$ cat src/rtl/mem_dma_if.sv
// Control and memory-port bundle between mem_dma and its requester/memory.
interface mem_dma_if;
  logic        start;
  logic [7:0]  src_addr;
  logic [7:0]  dst_addr;
  logic [7:0]  length;
  logic        busy;
  logic        done;
  logic        verify_error;
  logic        mem_write_enable;
  logic [7:0]  write_address;
  logic [31:0] write_data;
  logic [7:0]  read_address1;
  logic [7:0]  read_address2;
  logic [31:0] read_data1;
  logic [31:0] read_data2;

  modport slave (
    input  start, src_addr, dst_addr, length, read_data1, read_data2,
    output busy, done, verify_error, mem_write_enable,
           write_address, write_data, read_address1, read_address2
  );

  modport master (
    output start, src_addr, dst_addr, length, read_data1, read_data2,
    input  busy, done, verify_error, mem_write_enable,
           write_address, write_data, read_address1, read_address2
  );
endinterface

$ cat src/rtl/mem_dma.sv
// Word-copy DMA: one word per cycle from src to dst, pointers wrap mod 256.
// Readback verification is built only when MEM_DMA_VERIFY_EN is defined.
module mem_dma (
  input  logic      clk,
  input  logic      rst,
  mem_dma_if.slave  bus
);

`ifdef MEM_DMA_VERIFY_EN
  typedef enum logic [1:0] {IDLE = 2'd0, COPY = 2'd1, DONE = 2'd2, VERIFY = 2'd3} state_e;
`else
  typedef enum logic [1:0] {IDLE = 2'd0, COPY = 2'd1, DONE = 2'd2} state_e;
`endif

  state_e     state_q, state_d;
  logic [7:0] src_ptr_q, src_ptr_d;
  logic [7:0] dst_ptr_q, dst_ptr_d;
  logic [7:0] remaining_q, remaining_d;
  logic       start_acc;
  logic       in_copy;

  assign start_acc = (state_q == IDLE) && bus.start;
  assign in_copy   = (state_q == COPY);

  always_ff @(posedge clk) begin
    if (rst) begin
      state_q     <= IDLE;
      src_ptr_q   <= 8'd0;
      dst_ptr_q   <= 8'd0;
      remaining_q <= 8'd0;
    end else begin
      state_q     <= state_d;
      src_ptr_q   <= src_ptr_d;
      dst_ptr_q   <= dst_ptr_d;
      remaining_q <= remaining_d;
    end
  end

  always_comb begin
    state_d     = state_q;
    src_ptr_d   = src_ptr_q;
    dst_ptr_d   = dst_ptr_q;
    remaining_d = remaining_q;
    unique case (state_q)
      IDLE: begin
        if (bus.start) begin
          if (bus.length == 8'd0) begin
            state_d = DONE;
          end else begin
            state_d     = COPY;
            src_ptr_d   = bus.src_addr;
            dst_ptr_d   = bus.dst_addr;
            remaining_d = bus.length;
          end
        end
      end
      COPY: begin
        src_ptr_d   = src_ptr_q + 8'd1;
        dst_ptr_d   = dst_ptr_q + 8'd1;
        remaining_d = remaining_q - 8'd1;
        if (remaining_q == 8'd1) begin
`ifdef MEM_DMA_VERIFY_EN
          state_d = VERIFY;
`else
          state_d = DONE;
`endif
        end
      end
`ifdef MEM_DMA_VERIFY_EN
      VERIFY:  state_d = DONE;
`endif
      DONE:    state_d = IDLE;
      default: state_d = IDLE;
    endcase
  end

  // Write strobe is gated by rst directly so a mid-copy reset stops writes that same cycle.
  always_comb begin
    bus.done             = (state_q == DONE);
`ifdef MEM_DMA_VERIFY_EN
    bus.busy             = in_copy || (state_q == VERIFY);
`else
    bus.busy             = in_copy;
`endif
    bus.mem_write_enable = in_copy && !rst;
    bus.write_address    = in_copy ? dst_ptr_q : 8'd0;
    bus.write_data       = in_copy ? bus.read_data1 : 32'd0;
    bus.read_address1    = in_copy ? src_ptr_q : 8'd0;
  end

`ifdef MEM_DMA_VERIFY_EN
  logic        prev_vld_q, prev_vld_d;
  logic [7:0]  prev_addr_q, prev_addr_d;
  logic [31:0] prev_data_q, prev_data_d;
  logic        verify_error_q, verify_error_d;
  logic        chk_en;

  // prev_vld_q marks that the previous cycle wrote a word, so readback is meaningful now.
  assign chk_en = prev_vld_q && (in_copy || (state_q == VERIFY));

  always_ff @(posedge clk) begin
    if (rst) begin
      prev_vld_q     <= 1'b0;
      prev_addr_q    <= 8'd0;
      prev_data_q    <= 32'd0;
      verify_error_q <= 1'b0;
    end else begin
      prev_vld_q     <= prev_vld_d;
      prev_addr_q    <= prev_addr_d;
      prev_data_q    <= prev_data_d;
      verify_error_q <= verify_error_d;
    end
  end

  always_comb begin
    prev_vld_d     = in_copy;
    prev_addr_d    = dst_ptr_q;
    prev_data_d    = bus.read_data1;
    verify_error_d = verify_error_q;
    if (start_acc) begin
      verify_error_d = 1'b0;
    end else if (chk_en && (bus.read_data2 != prev_data_q)) begin
      verify_error_d = 1'b1;
    end
  end

  always_comb begin
    bus.read_address2 = chk_en ? prev_addr_q : 8'd0;
    bus.verify_error  = verify_error_q;
  end
`else
  always_comb begin
    bus.read_address2 = 8'd0;
    bus.verify_error  = 1'b0;
  end
`endif

endmodule

$ cat src/flat_wrapper.sv
// flat-port wrapper written by rule: the top's interface ports become plain ports
module mem_dma_flat 
  (clk, rst, bus_start, bus_src_addr, bus_dst_addr, bus_length, bus_read_data1, bus_read_data2, bus_busy, bus_done, bus_verify_error, bus_mem_write_enable, bus_write_address, bus_write_data, bus_read_address1, bus_read_address2);
  mem_dma_if bus_i ();
  input  logic clk;
  input  logic rst;
  input wire logic [$bits(bus_i.start)-1:0] bus_start;
  input wire logic [$bits(bus_i.src_addr)-1:0] bus_src_addr;
  input wire logic [$bits(bus_i.dst_addr)-1:0] bus_dst_addr;
  input wire logic [$bits(bus_i.length)-1:0] bus_length;
  input wire logic [$bits(bus_i.read_data1)-1:0] bus_read_data1;
  input wire logic [$bits(bus_i.read_data2)-1:0] bus_read_data2;
  output wire logic [$bits(bus_i.busy)-1:0] bus_busy;
  output wire logic [$bits(bus_i.done)-1:0] bus_done;
  output wire logic [$bits(bus_i.verify_error)-1:0] bus_verify_error;
  output wire logic [$bits(bus_i.mem_write_enable)-1:0] bus_mem_write_enable;
  output wire logic [$bits(bus_i.write_address)-1:0] bus_write_address;
  output wire logic [$bits(bus_i.write_data)-1:0] bus_write_data;
  output wire logic [$bits(bus_i.read_address1)-1:0] bus_read_address1;
  output wire logic [$bits(bus_i.read_address2)-1:0] bus_read_address2;
  assign bus_i.start = bus_start;
  assign bus_i.src_addr = bus_src_addr;
  assign bus_i.dst_addr = bus_dst_addr;
  assign bus_i.length = bus_length;
  assign bus_i.read_data1 = bus_read_data1;
  assign bus_i.read_data2 = bus_read_data2;
  assign bus_busy = bus_i.busy;
  assign bus_done = bus_i.done;
  assign bus_verify_error = bus_i.verify_error;
  assign bus_mem_write_enable = bus_i.mem_write_enable;
  assign bus_write_address = bus_i.write_address;
  assign bus_write_data = bus_i.write_data;
  assign bus_read_address1 = bus_i.read_address1;
  assign bus_read_address2 = bus_i.read_address2;
  mem_dma u_core (.clk(clk), .rst(rst), .bus(bus_i));
endmodule
$ cat config.mk
export PLATFORM = sky130hd
export DESIGN_NAME = mem_dma_flat
export DESIGN_NICKNAME = d
export VERILOG_FILES = /design/src/rtl/mem_dma_if.sv /design/src/rtl/mem_dma.sv /design/src/flat_wrapper.sv
export SDC_FILE = /design/constraint.sdc
export NUM_CORES = 1
export LEC_CHECK = 0
export CORE_ASPECT_RATIO = 0.5
export CORE_MARGIN = 2
export CORE_UTILIZATION = 34
export CTS_CLUSTER_SIZE = 30
export DETAILED_ROUTE_END_ITERATION = 8
export PLACE_DENSITY = 0.82
export SYNTH_ARGS = -nofsm -noshare
export SYNTH_HDL_FRONTEND = slang
export SYNTH_SLANG_ARGS = --single-unit
$ cat constraint.sdc
create_clock -name clk -period 1.98 [get_ports clk]
set_clock_uncertainty 0.2 [all_clocks]
set_input_delay 0.396 -clock clk [delete_from_list [all_inputs] [get_ports clk]]
set_output_delay 0.396 -clock clk [all_outputs]
set_load 0.01 [all_outputs]
==> results by group, run 1 <==
Setup path
  • Worst setup path startpoint: u_core.state_q[1]
  • CP required: 1380 ps
  • CP cell instances: nand2b_4 -> inv_4 -> buf_4 -> buf_12 -> and2_1 -> buf_2
  • Crit-path max cell delay: 330 ps
  • Crit Path Max Fanout: 18
  • Critical path endpoint: bus_read_address1[1]
  • Critical path class: register to output port
  • Startpoint Class: register
  • Critical Path AT: 1360 ps
  • Crit-path slowest cell: dfxtp_2
  • Worst Setup End Kind: output port
  • Reg2reg path depth: 6
  • Reg-to-reg startpoint: u_core.state_q[0]
  • R2R Setup Slk: 190 ps
  • Reg-to-Reg End: u_core.dst_ptr_q[2]

Die
  • # IOs: 151
  • Core Region: 5490 um2
  • Initial core utilization: 35.2%
  • Die Width: 111 um
  • Full die area: 6350 um2
  • Die Height: 57.3 um
  • Rows: 19

Placed design
  • Port bufs: 109
  • RePlAce Congestion: 0.872
  • Worst slack, placed: -336 ps
  • HPWL after DPL: 5040 um

Route
  • DRC marker count from the first detailed-route iteration: 51
  • ANT nets after route: 0
  • Detailed Routing Iterations Pass 1: 6
  • Routed wire length: 6770 um
  • Avg Vias per Cell: 5.17
  • Drt drc: 0
  • Via count: 2311
  • Routed WL per cell: 15.1 um

Yosys
  • Synth Flop Type: dfxtp_1
  • Post-synth top area share: 26.9%
  • Ys Warns: 0
  • Mapped cell area: 1930 um2
  • EDFF count, synth: 0
  • Top cells by area, synth: dfxtp_1 (27%), and2_1 (16%), a21oi_1 (4.1%)
  • Flop and latch count out of synthesis: 26
  • Asr flop ratio synth: 0%
  • Synthesized area per cell: 7.83 um2
  • Area leader, netlist: dfxtp_1
  • Seq/Total Area, Yosys: 26.9%
  • Synth unique cells: 49
  • Mapped Cells: 247

Global routing
  • Largest net degree at the start of global routing: 21
  • First-pass GRT wire length: 10800 um
  • Grt total ovfl: 0
  • GR Layer Usage met1: 25.6%
  • Grt met3 use: 3.51%
  • Initial antenna violation count: 0
  • GRT Util Overall: 20.9%
  • GRT Max-Usage Layer: met2
  • Met2 track demand over resource: 38.7%
  • Vias in the first global route: 2271

STA
  • Final Max Slew Viols: 0
  • RSZ-0062 raised after global routing: yes
  • Final period util: 98.5%
  • Final setup fails: 0
  • Crit path time final: 1950 ps
  • Hold Fails Final Rpt: 0
  • Final setup margin: 28.9 ps
  • Hold WS: 286 ps
  • Fmax: 513 MHz

Clock tree
  • Worst skew pair latency: 260 ps
  • Clock-pin slew on the worst setup and hold paths: 70 ps
  • Clk root buf: clkbuf_16
  • CTS tree: yes
  • CTS Buf Count: 3
  • H-Tree Depth: 1
  • Clock Sink Count: 26
  • Deepest clock path buffer count: 2

Cells and area
  • Share of layout cells above drive strength 1: 25.9%
  • Layout Nets: 470
  • Diode count: 0
  • Area delta synth->final: 69.9%
  • # fillers: 478

Status
  • Outcome: finished, final reports clean

Pwr
  • Power Density: 599 nW/um2
  • Peak VDD IR: 0.000372 V
  • Static Leak: 1.51 nW

Job
  • Max-cap violations: 0

Worst hold path
  • Worst hold path type: register to register
## state kept, by name, indices dropped and copies added, names as in the netlist
signal / flops
u_core.remaining_q: 8
u_core.dst_ptr_q: 8
u_core.src_ptr_q: 8
u_core.state_q: 2
## where the power goes
group | leakage (nW) | switching (mW) | internal (mW)
Sequential | 0.215 | 0.0751 | 0.583
Clock | 0.0511 | 0.189 | 0.402
Combinational | 1.25 | 0.329 | 0.389
## worst max-delay path: cells and delay by family, from the launching register on
family	cells	cell delay, ps
buf+inv	4	470
flops	1	330
simple gates	2	300
## how the worst min path moves through the flow
stage / from / depth (start not counted) / slack (ps) / to
final: u_core.remaining_q[7] / 2 / 290 / u_core.remaining_q[7]
after CTS: u_core.remaining_q[7] / 2 / 290 / u_core.remaining_q[7]
after floorplan: u_core.dst_ptr_q[1] / 2 / 250 / u_core.dst_ptr_q[1]
after global routing: u_core.src_ptr_q[1] / 2 / 330 / u_core.src_ptr_q[1]
after detailed placement: u_core.remaining_q[7] / 2 / 280 / u_core.remaining_q[7]
after global placement: u_core.remaining_q[7] / 2 / 270 / u_core.remaining_q[7]
## area by class of cell
cell class	count	area [um2]	area share [%]
multi-input cells	199	1340	40.8
repair buffers	138	1200	36.5
flip-flops and latches	26	522	15.9
well taps	73	91.3	2.78
clock buffers	3	75.1	2.28
clock inverters	1	30.0	0.914
inverters	7	28.8	0.876
## cells in the final DEF, fill, tap and decap left out, drive strengths merged, types with 9 or more instances in the layout
cell	count
a21oi	16
and2	48
buf	68
clkdlybuf4s50	50
conb	9
dfxtp	26
dlygate4sd2	14
nand2	20
nand3	9
nor2	12
o21ai	20
## cell families (layout without fill, tap and decap cells)
| group | Yosys count | count (layout) | synth area share, % |
|---|---|---|---|
| AO/OA/AOI/OAI | 73 | 73 | 26.3 |
| other | 1 | 9 | 0.194 |
| buffers and inverters | 30 | 149 | 7.89 |
| adder cells (fa/ha/maj) | 4 | 4 | 2.59 |
| AND/OR/NAND/NOR | 113 | 113 | 36.2 |
| flip-flops | 26 | 26 | 26.9 |
## what timing repair did
action | 4_1_cts | 5_1_grt
setup buffers | 3 | 0
setup endpoints to repair | 66 | 20
pin swaps | 3 | 2
resized for setup | 183 | 17
gates cloned | 2 | 0
hold buffers | 0 | 0
## through the flow
stage	std cells	util, %	power (mW)	instance area [um2]	setup TNS (ps)
after global placement	438	58.5	1.34	3210	-9950
after detailed placement	438	58.5	1.36	3210	-11350
after floorplan	255	-	0.998	1960	0
after global routing	447	59.8	2.07	3290	-123
final	447	59.8	1.97	3290	0
after CTS	447	58.8	1.96	3230	-130
## synth_stat cells (2+ instances only)
| library cell | n |
|---|---|
| and2_1 | 48 |
| nor4_4 | 3 |
| dfxtp_1 | 26 |
| and4b_1 | 2 |
| o22ai_1 | 6 |
| a31oi_1 | 2 |
| a32o_1 | 8 |
| a21oi_1 | 16 |
| clkbuf_1 | 9 |
| buf_2 | 5 |
| o21ai_0 | 16 |
| a21boi_1 | 2 |
| nand3_1 | 9 |
| nor2_1 | 11 |
| a22oi_1 | 4 |
| a2bb2oi_1 | 2 |
| o41ai_1 | 2 |
| nand4_1 | 5 |
| inv_1 | 7 |
| or4_4 | 2 |
| o21ai_2 | 3 |
| and4_1 | 2 |
| buf_4 | 9 |
| nor2b_1 | 2 |
| nand2_1 | 19 |
| ha_1 | 4 |
## routing by layer
metal	vias up	wire length (um)
li1	1134	-
met1	1081	2940
met2	86	3400
met3	10	333
met4	0	97
met5	-	0
Note: power is estimated with default switching activity, not from simulation.
==> inputs of run 2 (changes only) <==
- CORE_ASPECT_RATIO: 0.5 -> unset
==> run 2 against run 1 <==
Global-route usage decreased by 0.63 points. Worst setup slack improved by 26 ps. Clock-buffer cell count unchanged. Cell count decreased by 1.3%. Critical path depth unchanged. Sequential power decreased by 1%. Sequential cell count unchanged. Largest cell class unchanged. Largest power group unchanged.
==> results by group, run 2 (synthesized netlist as in run 1, its figures left out) <==
Status
  • Outcome: finished, final reports clean

STA
  • Hold Fails Final Rpt: 0 (unchanged)
  • Final setup margin: 55.0 ps (+26.1 ps)
  • Final setup fails: 0 (unchanged)
  • Final Max Slew Viols: 0 (unchanged)
  • RSZ-0062 raised after global routing: yes
  • Fmax: 519 MHz (+1.4%)
  • Final period util: 97.2% (-1.3 points)
  • Crit path time final: 1920 ps (-26.1 ps)

Pwr
  • Switching share of power: 33.3% (+3.2 points)
  • Sw Pwr: 0.549 mW (-7.5%)
  • Static Leak: 1.43 nW (-5.4%)
  • P_int: 1.10 mW (-20%)
  • Power Density: 520 nW/um2 (-13%)
  • Clock share of power: 17.8% (-12 points)
  • Combinational share of power: 42.7% (+6.2 points)
  • Seq pwr share: 39.6% (+6.1 points)
  • Peak VDD IR: 0.000375 V (+0.68%)

Setup path
  • Most used cell along the critical path: buf_6
  • Worst Path Buf+Inv: 4 (unchanged)
  • Reg-to-reg startpoint: u_core.state_q[0]
  • Reg-to-Reg End: u_core.remaining_q[7]
  • R2R Setup Slk: 260 ps (+70 ps)
  • Crit. path cell count: 6 (unchanged)
  • Crit-path max cell delay: 330 ps (about the same)
  • Critical path endpoint: bus_write_data[1]
  • CP cell instances: nand2b_4 -> inv_4 -> buf_6 -> buf_16 -> and2_1 -> buf_6
  • Top delay family on crit path: buffers and inverters
  • CP required: 1380 ps (about the same)
  • Critical Path AT: 1330 ps (-30 ps)
  • Crit-path slowest cell: dfxtp_2
  • Reg2reg path depth: 5 (-1)
  • Worst Setup End Kind: output port
  • Worst setup path startpoint: u_core.state_q[1]
  • Startpoint Class: register
  • Critical path class: register to output port
  • Crit Path Max Fanout: 17 (-1)

Placed design
  • RePlAce Congestion: 0.823 (-5.7%)
  • Worst slack, placed: -319 ps (+17.5 ps)
  • Area of placed instances: 3200 um2 (-0.35%)
  • HPWL after DPL: 4830 um (-4.2%)
  • Port bufs: 109 (unchanged)

Die
  • Die Width: 79.4 um (-28%)
  • # IOs: 151 (unchanged)
  • Core Region: 5510 um2 (+0.27%)
  • Full die area: 6310 um2 (-0.58%)
  • Initial core utilization: 35.1% (-0.096 points)
  • Rows: 27 (+8)
  • Die Height: 79.4 um (+39%)

Route
  • Routed WL per cell: 14.7 um (-3.3%)
  • Detailed Routing Iterations Pass 1: 4 (-2)
  • Avg Vias per Cell: 5.07 (-1.9%)
  • DRC marker count from the first detailed-route iteration: 141 (+180%)
  • Routed wire length: 6460 um (-4.6%)
  • ANT nets after route: 0 (unchanged)
  • Drt drc: 0 (unchanged)
  • Via count: 2236 (-3.2%)

Cells and area
  • Top flop regs: u_core.dst_ptr_q x8, u_core.remaining_q x8, u_core.src_ptr_q x8
  • Diode count: 0 (unchanged)
  • Area delta synth->final: 63.6%
  • Commonest non-fill, non-tap cell in the layout: clkdlybuf4s50_1
  • Layout Nets: 466 (-0.85%)
  • Final Instance Area: 3170 um2 (-3.7%)
  • Final core utilization: 57.5% (-2.3 points)
  • Share of layout cells above drive strength 1: 27.9% (+2.0 points)
  • Most frequent cells in the layout: clkdlybuf4s50_1 (51), and2_1 (43), buf_2 (43)

Clock tree
  • CTS tree: yes
  • Clock Sink Count: 26 (unchanged)
  • Clock-pin slew on the worst setup and hold paths: 90 ps (+20 ps)
  • Worst skew pair latency: 260 ps (about the same)
  • CTS Buf Count: 3 (unchanged)
  • Clk root buf: clkbuf_8
  • Post-CTS Hold Fix Bufs: 0 (unchanged)
  • Deepest clock path buffer count: 2 (unchanged)
  • H-Tree Depth: 1 (unchanged)

Job
  • Max-cap violations: 0 (unchanged)

Global routing
  • Largest net degree at the start of global routing: 21 (unchanged)
  • Grt total ovfl: 0 (unchanged)
  • Vias in the first global route: 2204 (-3.0%)
  • Initial antenna violation count: 0 (unchanged)
  • First-pass GRT wire length: 10200 um (-5.7%)
  • GRT Util Overall: 20.3% (-0.63 points)

Worst hold path
  • Worst hold path type: register to register
## run 2: cell count changes in the layout (fill, tap and decap cells not counted), moves of 3 or more
cell,before,now
dlygate4sd2_1,14,6
buf_2,37,43
buf_4,22,19
buf_6,4,7
clkbuf_16,3,0
clkbuf_8,0,3
## run 2: layout make-up
class	count	area, um2
multi-input cells	199	1340
flip-flops and latches	26	523
clock buffers	3	41.3
inverters	7	28.8
fillers	503	2340
well taps	72	90.1
repair buffers	134	1140
## run 2: worst reg2reg max path, delay by kind of cell (launching register included)
kind / cells / cell delay, ps
simple gates: 2 / 580
compound gates: 2 / 310
flops: 1 / 360
buf+inv: 1 / 210
## run 2: power groups by stage
stage                     clock (mW)  sequential, mW  combinational (mW)
after floorplan                    0           0.641               0.358
after global placement             0           0.655               0.683
after detailed placement           0           0.660               0.697
after CTS                      0.301           0.649               0.703
after global routing           0.318           0.662               0.768
final                          0.293           0.652               0.702
## run 2: metrics by stage
stage	total power [mW]	TNS, ps	cells	hold slack (ps)
6_report	1.65	0	441	285
5_1_grt	1.75	-141	441	312
2_1_floorplan	0.998	0	255	251
4_1_cts	1.65	-880	442	289
3_5_place_dp	1.36	-11830	434	276
3_3_place_gp	1.34	-10100	434	265
## run 2: worst min path at each step
stage,depth (start not counted),endpoint,start
finish,2,u_core.src_ptr_q[1],u_core.src_ptr_q[1]
CTS,2,u_core.src_ptr_q[1],u_core.src_ptr_q[1]
floorplan,2,u_core.dst_ptr_q[1],u_core.dst_ptr_q[1]
global placement,2,u_core.src_ptr_q[1],u_core.src_ptr_q[1]
global route,2,u_core.dst_ptr_q[1],u_core.dst_ptr_q[1]
detailed placement,2,u_core.src_ptr_q[1],u_core.src_ptr_q[1]
## run 2: per-layer routing
| layer | vias to the layer above | global-route usage, % | wire, um |
|---|---|---|---|
| met1 | 1010 | 24.8 | 2600 |
| met4 | 0 | 6.72 | 119 |
| met2 | 90 | 36.8 | 3390 |
| met5 | - | 0 | 0 |
| li1 | 1126 | - | - |
| met3 | 10 | 2.04 | 349 |
## run 2: repair_timing
item / in CTS / in global routing
endpoints found under the setup margin: 71 / 40
gates cloned: 2 / 0
gates resized for setup: 213 / 18
setup buffers: 4 / 0
pin swaps: 3 / 3
